### config.mk
export PLATFORM = sky130hd
export DESIGN_NAME = heatmap_row_blitter
export DESIGN_NICKNAME = d
export VERILOG_FILES = /design/src/rtl/heatmap_row_blitter.sv
export SDC_FILE = /design/constraint.sdc
export NUM_CORES = 1
export LEC_CHECK = 0
export CORE_MARGIN = 2
export CORE_UTILIZATION = 45
export DETAILED_ROUTE_END_ITERATION = 10
export MAX_ROUTING_LAYER = met4
export SLEW_MARGIN = 20
export SYNTH_ARGS = -nofsm -noshare
export SYNTH_HDL_FRONTEND = slang
export SYNTH_SLANG_ARGS = --single-unit
### constraint.sdc
create_clock -name clk_50 -period 3.06 [get_ports clk_50]
set_clock_uncertainty 0.05 [all_clocks]
set_input_delay 0.918 -clock clk_50 [delete_from_list [all_inputs] [get_ports clk_50]]
set_output_delay 0.918 -clock clk_50 [all_outputs]
set_load 0.01 [all_outputs]
### src/rtl/heatmap_row_blitter.sv
// Captures one time step of grid colours and blits it as a ROW_H-pixel strip of a scrolling heat map.
// Define HEATMAP_CLEAR_EN to zero the whole frame buffer after every reset before the first step.
module heatmap_row_blitter #(
  parameter int unsigned NODES    = 64,
  parameter int unsigned SCALE    = 8,
  parameter int unsigned ROW_H    = 2,
  parameter int unsigned NUM_ROWS = 240,
  parameter int unsigned X_OFF    = 64,
  parameter int unsigned SCR_W    = 640,
  parameter int unsigned SCR_H    = 480
) (
  input  logic        clk_50,
  input  logic        reset,
  input  logic [7:0]  write_data,
  input  logic [7:0]  write_addr,
  input  logic        done_write_sig,
  input  logic        pause,
  input  logic        vga_ready,
  output logic        comp_allow,
  output logic        vga_we,
  output logic [18:0] vga_addr,
  output logic [7:0]  vga_data,
  output logic        row_done,
  output logic [7:0]  row_idx
);
  localparam int unsigned StripW = NODES * SCALE;
  localparam int unsigned XW     = $clog2(StripW);
  localparam int unsigned DyW    = (ROW_H > 1) ? $clog2(ROW_H) : 1;
  localparam int unsigned IdxW   = $clog2(NODES);
  localparam logic [18:0]   LineSkip = 19'(SCR_W - StripW + 1);
  localparam logic [XW-1:0] XLast    = XW'(StripW - 1);
  localparam logic [DyW-1:0] DyLast  = DyW'(ROW_H - 1);
  localparam logic [7:0]    RowLast  = 8'(NUM_ROWS - 1);

`ifdef HEATMAP_CLEAR_EN
  localparam logic [18:0] PixLast = 19'(SCR_W * SCR_H - 1);
  typedef enum logic [2:0] {StKick, StCapture, StDraw, StAdvance, StClear} state_t;
  localparam state_t StReset = StClear;
`else
  typedef enum logic [1:0] {StKick, StCapture, StDraw, StAdvance} state_t;
  localparam state_t StReset = StKick;
`endif

  state_t           r_state;
  logic             r_comp_allow, r_vga_we, r_row_done;
  logic [18:0]      r_vga_addr;
  logic [7:0]       r_vga_data, r_row_idx;
  logic [XW-1:0]    r_x;
  logic [DyW-1:0]   r_dy;
  logic [7:0]       r_line_buf [NODES];

  logic             w_buf_wr;
  logic [IdxW-1:0]  w_wr_idx;
  logic [7:0]       w_first_data, w_next_data;
  logic [XW-1:0]    w_x_next;
  logic [18:0]      w_row_base;

  assign w_buf_wr   = (r_state == StCapture) && (32'(write_addr) < NODES);
  assign w_wr_idx   = write_addr[IdxW-1:0];
  // The byte written in the done_write_sig cycle is not in the buffer yet; forward it.
  assign w_first_data = (w_buf_wr && (w_wr_idx == '0)) ? write_data : r_line_buf[0];
  assign w_x_next   = (r_x == XLast) ? '0 : r_x + XW'(1);
  assign w_next_data = r_line_buf[IdxW'(w_x_next / XW'(SCALE))];
  assign w_row_base = 19'(r_row_idx) * 19'(ROW_H * SCR_W) + 19'(X_OFF);

  always_ff @(posedge clk_50) begin
    if (w_buf_wr) r_line_buf[w_wr_idx] <= write_data;
  end

  always_ff @(posedge clk_50 or posedge reset) begin
    if (reset) begin
      r_state      <= StReset;
      r_comp_allow <= 1'b0;
      r_vga_we     <= 1'b0;
      r_vga_addr   <= '0;
      r_vga_data   <= '0;
      r_row_done   <= 1'b0;
      r_row_idx    <= '0;
      r_x          <= '0;
      r_dy         <= '0;
    end else begin
      r_comp_allow <= 1'b0;
      r_row_done   <= 1'b0;
      case (r_state)
`ifdef HEATMAP_CLEAR_EN
        StClear: begin
          if (!r_vga_we) begin
            r_vga_we   <= 1'b1;
            r_vga_addr <= '0;
            r_vga_data <= '0;
          end else if (vga_ready) begin
            if (r_vga_addr == PixLast) begin
              r_vga_we <= 1'b0;
              r_state  <= StKick;
            end else begin
              r_vga_addr <= r_vga_addr + 19'd1;
            end
          end
        end
`endif
        StKick: begin
          if (!pause) begin
            r_comp_allow <= 1'b1;
            r_state      <= StCapture;
          end
        end
        StCapture: begin
          if (done_write_sig) begin
            r_vga_we   <= 1'b1;
            r_vga_addr <= w_row_base;
            r_vga_data <= w_first_data;
            r_x        <= '0;
            r_dy       <= '0;
            r_state    <= StDraw;
          end
        end
        StDraw: begin
          if (vga_ready) begin
            if ((r_x == XLast) && (r_dy == DyLast)) begin
              r_vga_we <= 1'b0;
              r_state  <= StAdvance;
            end else begin
              r_x        <= w_x_next;
              r_vga_data <= w_next_data;
              if (r_x == XLast) begin
                r_dy       <= r_dy + DyW'(1);
                r_vga_addr <= r_vga_addr + LineSkip;
              end else begin
                r_vga_addr <= r_vga_addr + 19'd1;
              end
            end
          end
        end
        StAdvance: begin
          r_row_done <= 1'b1;
          r_row_idx  <= (r_row_idx == RowLast) ? '0 : r_row_idx + 8'd1;
          r_state    <= StKick;
        end
        default: r_state <= StReset;
      endcase
    end
  end

  assign comp_allow = r_comp_allow;
  assign vga_we     = r_vga_we;
  assign vga_addr   = r_vga_addr;
  assign vga_data   = r_vga_data;
  assign row_done   = r_row_done;
  assign row_idx    = r_row_idx;

endmodule

==> flow_metrics.tcl, run 1 <==
set metrics [dict create \
    status "finished with violations" \
    failed_checks "negative setup slack" \
    synth-main-ff-cell "edfxtp_1" \
    synthSimpleGateAreaFrac_pct 14.4 \
    die_y_um 234 \
    synth_top_family_by_area "simple AND/OR/NAND/NOR gates" \
    grt_start_max_net_pins 65 \
    cts-root-buf "clkbuf_16" \
    cts_tree "yes" \
    crit_top_cell "mux2i_1" \
    required_ns 3.51 \
    die_area_sq_um 54800 \
    critPathBufInv 3 \
    ctsHoldBuffers 0 \
    synth.top_cell.area_share_pct 64.5 \
    power.density_nw_per_um2 619 \
    drt-wirelength-per-cell_um 23.8 \
    synth-seq-cells 562 \
    postLayoutCoreUtil_pct 57.7 \
    core_area_sq_um 52400 \
    design_area_sq_um 30300 \
    routed-via-count 16600 \
    mostFrequentLayoutCells "512 x edfxtp_1, 394 x nand2_1, 280 x buf_4" \
    fin_ws_ns -0.156 \
    synth_cells 1823 \
    drc 0 \
    cts.clk_slew.worst_paths_ns 0.07 \
    cts.sinks 562 \
    start_kind "flop" \
    muxShareOfSynthArea_pct 5.81 \
    antenna_found_initial 0 \
    nFillCells 4173 \
    worst_hold_slack_ns 0.468 \
    vias_per_cell 5.71 \
    peakVddDrop_mv 0.445 \
    yosysSeqAreaShare_pct 69.8 \
    period_needed_ns 3.22 \
    synth_edf_count 512 \
    setup_viol 8 \
    regArea_sq_um 16600 \
    io_buffers 58 \
    dp_hpwl_mm 46.4 \
    crit_chain "and4_1, and4_1, ha_4, buf_6, nor2_4, mux2i_4, buf_12, buf_16, mux2i_1, mux2i_1, mux2i_1, a211o_1, nand4_1, or3_1" \
    arrival_ns 3.67 \
    finalHoldViolations 0 \
    worst_path_max_delay_cell "or3_1" \
    synth_compound_area_share_pct 5.43 \
    crit_family "simple AND/OR/NAND/NOR gates" \
    multiInputGateArea_sq_um 7050 \
    start_util_pct 45.4 \
    dr.pass1.iters 5 \
    syn_area_per_cell_sq_um 13.1 \
    end_kind "flop" \
    tightest_slew_ns 0.749 \
    synth_nets 1867 \
    path_class "reg -> reg" \
    synth_xor_area_share_pct 0.657 \
    finalCritPeriodShare_pct 105 \
    row_count 84 \
    final_nets 2216 \
    grt_pass1_wl_mm 101 \
    clock_latency_ns 0.62 \
    relSlewSlack_pct 50.1 \
    critPathMaxStageDelay_ns 0.37 \
    cts_made_buffers 58 \
    rsz0062_at_grt "yes" \
    clockBufferDepth 3 \
    drt-initial-drc-count 2074 \
    async_flop_share_pct 8.90 \
    grt_overflow_total 0 \
    synth_top_cell_by_area "edfxtp_1" \
    fmax_mhz 311 \
    drv_cap 0 \
    postRouteAntennaNets 0 \
    leakage_nw 11.4 \
    yosys.cell_types.count 70 \
    finalWeightedCongestion 0.976 \
    grtUsageTotal_pct 26.0 \
    yosys-top-cells-area "edfxtp_1 65%, nand2_1 6.2%, dfrtp_1 5.3%" \
    place_area_sq_um 27200 \
    grt_pass1_vias 15900 \
    io_pins 59 \
    slew_viol_final 0 \
    htree_levels 2 \
    wirelength_mm 69.3 \
    area_growth_pct 27.1 \
    drive_above_1_share_pct 23.3 \
    hold_path_class "reg -> reg" \
    ys_warn_count 0 \
    synth_fa_ha_area_share_pct 1.24 \
    synth_area_sq_um 23800 \
    final_common_cell "edfxtp_1" \
    die_w_um 234 \
    worstPathMaxFanout 11 \
]
==> per-stage QoR <==
| stage | TNS (ns) | worst slack (ns) | power [W] | instances |
|---|---|---|---|---|
| CTS | -0.589 | -0.0974 | 0.0188 | 2889 |
| finish | -0.853 | -0.156 | 0.0187 | 2909 |
| global placement | -2.61 | -0.356 | 0.0115 | 2760 |
| global route | -1.45 | -0.211 | 0.0194 | 2908 |
| detailed placement | -3.64 | -0.448 | 0.0116 | 2760 |
| floorplan | 0 | 0.00477 | 0.0102 | 1823 |
==> per-layer routing <==
| metal | GRT usage, % | up-vias | wire length [um] |
|---|---|---|---|
| met5 | - | - | 0 |
| met4 | 10.1 | 0 | 3040 |
| met3 | 3.87 | 165 | 5680 |
| met2 | 39.4 | 769 | 31900 |
| met1 | 35.6 | 8194 | 28700 |
| li1 | - | 7493 | - |
==> timing repair <==
item,4_1_cts,5_1_grt
endpoints found under the setup margin,8,10
buffers inserted,18,17
resized for setup,81,64
pin swaps,16,27
cloned,4,3
==> registers in the layout (all words and copies together), names as in the netlist <==
register    count
row_done        1
r_state         2
comp_allow      1
row_idx         8
vga_addr       19
vga_we          1
r_x             9
vga_data        8
r_dy            1
r_line_buf    512
==> logic make-up (layout without fill, tap and decap cells) <==
| group | Yosys count | in the layout |
|---|---|---|
| flip-flops | 562 | 562 |
| other | 0 | 1 |
| buffers and inverters | 122 | 518 |
| XOR/XNOR | 17 | 17 |
| multiplexers | 123 | 124 |
| AND/OR/NAND/NOR | 785 | 785 |
| AO/OA/AOI/OAI | 191 | 191 |
| adder cells (fa/ha/maj) | 23 | 23 |
==> worst paths after layout <==
kind / to / cells after the start / startpoint / slack, ns
setup reg to reg: vga_data[1] / 14 / r_x[5] / -0.16
setup / recovery: vga_data[1] / 14 / r_x[5] / -0.16
max in group asynchronous: vga_addr[9] / 3 / reset / 1.74
hold / removal: vga_addr[6] / 1 / vga_addr[6] / 0.47
min in group asynchronous: comp_allow / 2 / reset / 0.63
hold reg to reg: vga_addr[6] / 1 / vga_addr[6] / 0.47
==> area by class of cell <==
| type | instances | area share (%) |
|---|---|---|
| sequential | 562 | 54.9 |
| multi-input combinational | 1140 | 23.3 |
| timing repair buffer | 397 | 12.3 |
| clock buffer | 69 | 5.14 |
| tap | 688 | 2.84 |
| clock inverter | 39 | 1.35 |
| inverter | 13 | 0.161 |
| antenna | 1 | 0.00827 |
==> Yosys cell counts (all sizes together), types with 4 or more instances <==
| cell type | count |
|---|---|
| o221ai | 4 |
| o31ai | 7 |
| nand3b | 4 |
| nor2 | 105 |
| a221oi | 6 |
| o21ai | 29 |
| and3 | 25 |
| nand4 | 23 |
| mux4 | 10 |
| edfxtp | 512 |
| nand2 | 395 |
| xnor2 | 9 |
| clkbuf | 37 |
| nor2b | 9 |
| nor3 | 5 |
| inv | 13 |
| o22ai | 7 |
| dfrtp | 50 |
| a32oi | 6 |
| a311oi | 9 |
| o211ai | 8 |
| mux2i | 106 |
| nand3 | 198 |
| mux2 | 7 |
| a31oi | 12 |
| xor2 | 8 |
| a2111oi | 12 |
| or2 | 4 |
| o311ai | 6 |
| buf | 72 |
| a22oi | 7 |
| a21oi | 52 |
| ha | 22 |
==> report_power, final <==
part | switching (W) | internal, W | total, W
Sequential | 0.000291 | 0.00862 | 0.00891
Clock | 0.00292 | 0.00436 | 0.00728
Combinational | 0.00141 | 0.00114 | 0.00254
Total | 0.00462 | 0.0141 | 0.0187
(Power assumes the default switching activity.)
==> run 2: changes to the inputs <==
--- a/config.mk
+++ b/config.mk
@@ -9,6 +9,7 @@
 export CORE_UTILIZATION = 45
 export DETAILED_ROUTE_END_ITERATION = 10
 export MAX_ROUTING_LAYER = met4
+export PLACE_DENSITY_LB_ADDON = 0.08
 export SLEW_MARGIN = 20
 export SYNTH_ARGS = -nofsm -noshare
 export SYNTH_HDL_FRONTEND = slang
==> flow_metrics.tcl, run 2 (synthesis gave the netlist of run 1 again) <==
set metrics [dict create \
    multiInputGateArea_sq_um 7220 \
    setup_viol 3 \
    place_area_sq_um 27200 \
    finalCritPeriodShare_pct 103 \
    regArea_sq_um 16600 \
    arrival_ns 3.60 \
    finalWeightedCongestion 0.949 \
    period_needed_ns 3.17 \
    path_class "reg -> reg" \
    dp_hpwl_mm 47.5 \
    dr.pass1.iters 6 \
    intPower_w 0.0137 \
    placedCellCount 2746 \
    routed-via-count 16600 \
    swShare_pct 25.9 \
    p_clk_share_pct 37.6 \
    grtUsageTotal_pct 27.1 \
    grt_start_max_net_pins 65 \
    core_area_sq_um 52400 \
    cts_tree "yes" \
    wirelength_mm 71.9 \
    peakVddDrop_mv 0.491 \
    antenna_found_initial 3 \
    fin_ws_ns -0.106 \
    worstPathMaxFanout 10 \
    vias_per_cell 5.70 \
    tightest_slew_ns 0.720 \
    relSlewSlack_pct 52.0 \
    cts.sinks 562 \
    end_kind "flop" \
    power.density_nw_per_um2 608 \
    drv_cap 0 \
    finalNonFillerCells 2905 \
    io_pins 59 \
    clockBufferDepth 3 \
    die_y_um 234 \
    grt_overflow_total 0 \
    io_buffers 58 \
    switching_power_w 0.00478 \
    cts.clk_slew.worst_paths_ns 0.06 \
    final_common_cell "edfxtp_1" \
    total_power_w 0.0184 \
    fmax_mhz 316 \
    area_growth_pct 27.2 \
    largest_reg_flops 512 \
    drt-wirelength-per-cell_um 24.8 \
    cts-root-buf "clkbuf_16" \
    final_nets 2208 \
    die_area_sq_um 54800 \
    start_kind "flop" \
    design_area_sq_um 30300 \
    finalHoldViolations 0 \
    regMostFlops "r_line_buf" \
    slew_viol_final 0 \
    nFillCells 4192 \
    leakage_nw 11.3 \
    clock_latency_ns 0.64 \
    rsz0062_at_grt "yes" \
    power_frac_seq_pct 48.5 \
    drive_above_1_share_pct 24.6 \
    mostFrequentLayoutCells "512 x edfxtp_1, 390 x nand2_1, 260 x buf_4" \
    required_ns 3.50 \
    grt_pass1_wl_mm 104 \
    postRouteAntennaNets 0 \
    comb_power_share_pct 13.9 \
    start_util_pct 45.4 \
    dpl_worst_slack_ns -0.439 \
    drt-initial-drc-count 1640 \
    hold_path_class "reg -> reg" \
    cts_made_buffers 61 \
    die_w_um 234 \
    status "finished with violations" \
    drc 0 \
    ctsHoldBuffers 0 \
    row_count 84 \
    htree_levels 2 \
    failed_checks "negative setup slack" \
    grt_pass1_vias 16100 \
]
run 2: cell count changes in the layout (fill, tap and decap cells not counted), sizes merged:
cell and change:
buf -11, clkbuf +7, bufinv -6, clkinv +2
inv +2, bufbuf -1, clkinvlp +1, diode +1
mux2 +1
run 2: per-layer routing:
layer / wire [um] / share of wire (%) / up-vias / GRT usage, %
met5: 0 / 0 / - / -
met4: 2300 / 3.2 / 0 / 9.20
met3: 5100 / 7.1 / 131 / 3.96
met2: 33500 / 47 / 623 / 41.2
met1: 31000 / 43 / 8335 / 37.5
li1: - / - / 7467 / -
run 2: critical path, cell delays in order (launching register included):
cell and delay [ns]:
dfrtp_1 0.34, and4_1 0.23, and4_4 0.23, ha_4 0.24
nor2b_4 0.08, mux2_4 0.36, buf_6 0.20, buf_4 0.18
nor2_1 0.11, nor2_1 0.06, o22ai_1 0.22, a21oi_2 0.12
a2111oi_2 0.39, o221ai_1 0.21
run 2: stage by stage:
step / util [%] / hold slack [ns] / TNS, ns
finish: 57.8 / 0.466 / -0.143
global route: 57.8 / 0.500 / -0.746
CTS: 56.6 / 0.468 / -0.0190
detailed placement: 51.9 / 0.434 / -3.98
global placement: 51.9 / 0.455 / -3.39
floorplan: - / 0.404 / 0
run 2: area by class of cell:
type	count	share of cell area (%)
sequential	562	54.9
inverter	13	0.161
multi-input combinational	1141	23.8
clock buffer	76	5.22
tap	688	2.84
timing repair buffer	385	12.2
clock inverter	38	0.896
antenna	2	0.0165
run 2: path summary, 6_finish.rpt:
path	endpoint	slack, ns	cells past startpoint	startpoint
setup / recovery	vga_data[2]	-0.11	13	r_x[5]
hold / removal	vga_addr[6]	0.47	1	vga_addr[6]
setup reg to reg	vga_data[2]	-0.11	13	r_x[5]
hold reg to reg	vga_addr[6]	0.47	1	vga_addr[6]
max in group asynchronous	vga_addr[13]	1.76	3	reset
min in group asynchronous	r_state[0]	0.53	2	reset
run 2: timing repair:
action	4_1_cts	5_1_grt
resized for setup	77	88
gates cloned	3	4
buffers inserted	25	13
hold endpoints to repair	0	0
setup endpoints to repair	8	8
pin swaps	20	38
run 2: power groups by stage:
stage / clock (W) / sequential (W) / combinational [W]
2_1_floorplan: 0 / 0.00906 / 0.00117
3_3_place_gp: 0 / 0.00907 / 0.00247
3_5_place_dp: 0 / 0.00908 / 0.00250
4_1_cts: 0.00705 / 0.00892 / 0.00253
5_1_grt: 0.00734 / 0.00896 / 0.00281
6_report: 0.00694 / 0.00893 / 0.00256
==> run 3: changes to the inputs <==
--- a/config.mk
+++ b/config.mk
@@ -8,6 +8,7 @@
 export CORE_MARGIN = 2
 export CORE_UTILIZATION = 45
 export DETAILED_ROUTE_END_ITERATION = 10
+export GPL_TIMING_DRIVEN = 0
 export MAX_ROUTING_LAYER = met4
 export PLACE_DENSITY_LB_ADDON = 0.08
 export SLEW_MARGIN = 20
==> flow_metrics.tcl, run 3 (synthesis gave the netlist of run 1 again) <==
set metrics [dict create \
    status "finished with violations" \
    failed_checks "negative setup slack" \
    p_clk_share_pct 37.8 \
    io_buffers 55 \
    critPathMaxStageDelay_ns 0.44 \
    die_y_um 234 \
    clockBufferDepth 3 \
    cts.clk_slew.worst_paths_ns 0.07 \
    final_common_cell "edfxtp_1" \
    clock_latency_ns 0.62 \
    path_class "reg -> reg" \
    required_ns 3.49 \
    antenna_found_initial 2 \
    worst_path_max_delay_cell "or3_4" \
    hp-start "vga_addr[6]" \
    cts_tree "yes" \
    drv_cap 0 \
    swShare_pct 25.7 \
    grt_pass1_wl_mm 111 \
    grt_start_max_net_pins 66 \
    postLayoutCoreUtil_pct 55.9 \
    slew_viol_final 0 \
    setup_tns_ns -3.25 \
    routed-via-count 16400 \
    power.density_nw_per_um2 625 \
    leakage_nw 10.3 \
    finalCritPeriodShare_pct 108 \
    drt-initial-drc-count 1886 \
    setup_viol 61 \
    fin_ws_ns -0.234 \
    worstReg2RegEnd "vga_data[1]" \
    relSlewSlack_pct 28.3 \
    rsz0062_at_grt "yes" \
    area_growth_pct 23.2 \
    reg2reg_slack_ns -0.23 \
    finalWeightedCongestion 0.964 \
    io_pins 59 \
    arrival_ns 3.72 \
    holdPathStages 1 \
    fmax_mhz 304 \
    crit_family "simple AND/OR/NAND/NOR gates" \
    largest_reg_flops 512 \
    htree_levels 2 \
    start_util_pct 45.4 \
    finalNonFillerCells 2743 \
    reg2reg_depth 13 \
    grt_overflow_total 0 \
    start_kind "flop" \
    tightest_slew_ns 1.07 \
    cts_made_buffers 59 \
    drt-wirelength-per-cell_um 28.6 \
    vias_per_cell 5.99 \
    peakVddDrop_mv 0.497 \
    placedCellCount 2573 \
    regMostFlops "r_line_buf" \
    end_kind "flop" \
    drive_above_1_share_pct 21.2 \
    dr.pass1.iters 6 \
    cts-root-buf "clkbuf_16" \
    die_w_um 234 \
    wirelength_mm 78.4 \
    row_count 84 \
    switching_power_w 0.00471 \
    core_area_sq_um 52400 \
    crit_chain "ha_4, and4_4, ha_4, buf_6, a211oi_4, or2_1, buf_6, buf_12, buf_8, a311oi_2, o211ai_1, nand4_1, or3_4" \
    finalHoldViolations 0 \
    cts.sinks 562 \
    dp_hpwl_mm 51.7 \
    intPower_w 0.0136 \
    period_needed_ns 3.29 \
    drc 0 \
    die_area_sq_um 54800 \
    hold_path_class "reg -> reg" \
    reg2reg_from "r_x[0]" \
    grtUsageTotal_pct 29.6 \
    critical_path_depth 13 \
    hold-path-endpoint "vga_addr[6]" \
    final_nets 2050 \
    mostFrequentLayoutCells "512 x edfxtp_1, 391 x nand2_1, 194 x nand3_1" \
    power_frac_seq_pct 48.6 \
    comb_power_share_pct 13.6 \
    postRouteAntennaNets 0 \
    grt_pass1_vias 15700 \
    critPathBufInv 4 \
    worstPathMaxFanout 10 \
    ctsHoldBuffers 0 \
]
[run 3: cell count changes in the layout (fill, tap and decap cells not counted), sizes merged]
cell,delta
buf,-182
clkbuf,+41
clkinv,-11
clkdlybuf4s50,-3
inv,-3
clkinvlp,-2
mux2,-2
[run 3: worst reg2reg max path, cell delays in order, from the launching register on]
cell	delay, ns
dfrtp_2	0.43
ha_4	0.17
and4_4	0.19
ha_4	0.20
buf_6	0.14
a211oi_4	0.25
or2_1	0.16
buf_6	0.18
buf_12	0.17
buf_8	0.22
a311oi_2	0.10
o211ai_1	0.31
nand4_1	0.14
or3_4	0.44
[run 3: routing by layer]
layer | GRT usage (%) | wire length (um) | share of wire [%]
met5 | - | 0 | 0
met4 | 11.4 | 3250 | 4.1
met3 | 6.47 | 7480 | 9.5
met2 | 45.0 | 36100 | 46
met1 | 39.1 | 31500 | 40
[run 3: through the flow]
step | hold slack, ns | total power, W | instance area (sq um) | setup WS [ns]
final | 0.468 | 0.0183 | 29300 | -0.234
after global routing | 0.506 | 0.0189 | 29300 | -0.277
after CTS | 0.475 | 0.0183 | 28600 | -0.171
after detailed placement | 0.434 | 0.0114 | 25400 | -1.73
after global placement | 0.422 | 0.0113 | 25200 | -2.12
after floorplan | 0.404 | 0.0102 | 23800 | 0.00477
[run 3: worst max-delay path by stage]
stage,from,to
floorplan,r_x[4],vga_data[2]
detailed placement,r_x[3],vga_data[4]
finish,r_x[0],vga_data[1]
CTS,r_x[3],vga_data[0]
global route,r_x[0],vga_data[1]
global placement,r_x[5],vga_data[2]
[run 3: cell type report]
class                      instances  area [sq um]
multi-input combinational       1139          7570
timing repair buffer             127          1280
clock inverter                    22           176
buffer                           104          1100
inverter                          13          55.1
tap                              688           861
antenna                            2          5.00
sequential                       562         16600
fill                            4316         23100
clock buffer                      86          1660
[run 3: power groups by stage]
| stage | Sequential, W | Clock [W] | Combinational (W) |
|---|---|---|---|
| after global routing | 0.00893 | 0.00729 | 0.00270 |
| after CTS | 0.00890 | 0.00699 | 0.00243 |
| final | 0.00891 | 0.00693 | 0.00249 |
| after floorplan | 0.00906 | 0 | 0.00117 |
| after detailed placement | 0.00906 | 0 | 0.00233 |
| after global placement | 0.00908 | 0 | 0.00227 |
[run 3: timing repair]
action / in CTS / in global routing
pin swaps: 22 / 35
buffers inserted: 26 / 36
resized for setup: 325 / 128
setup endpoints to repair: 474 / 304
cloned: 1 / 2
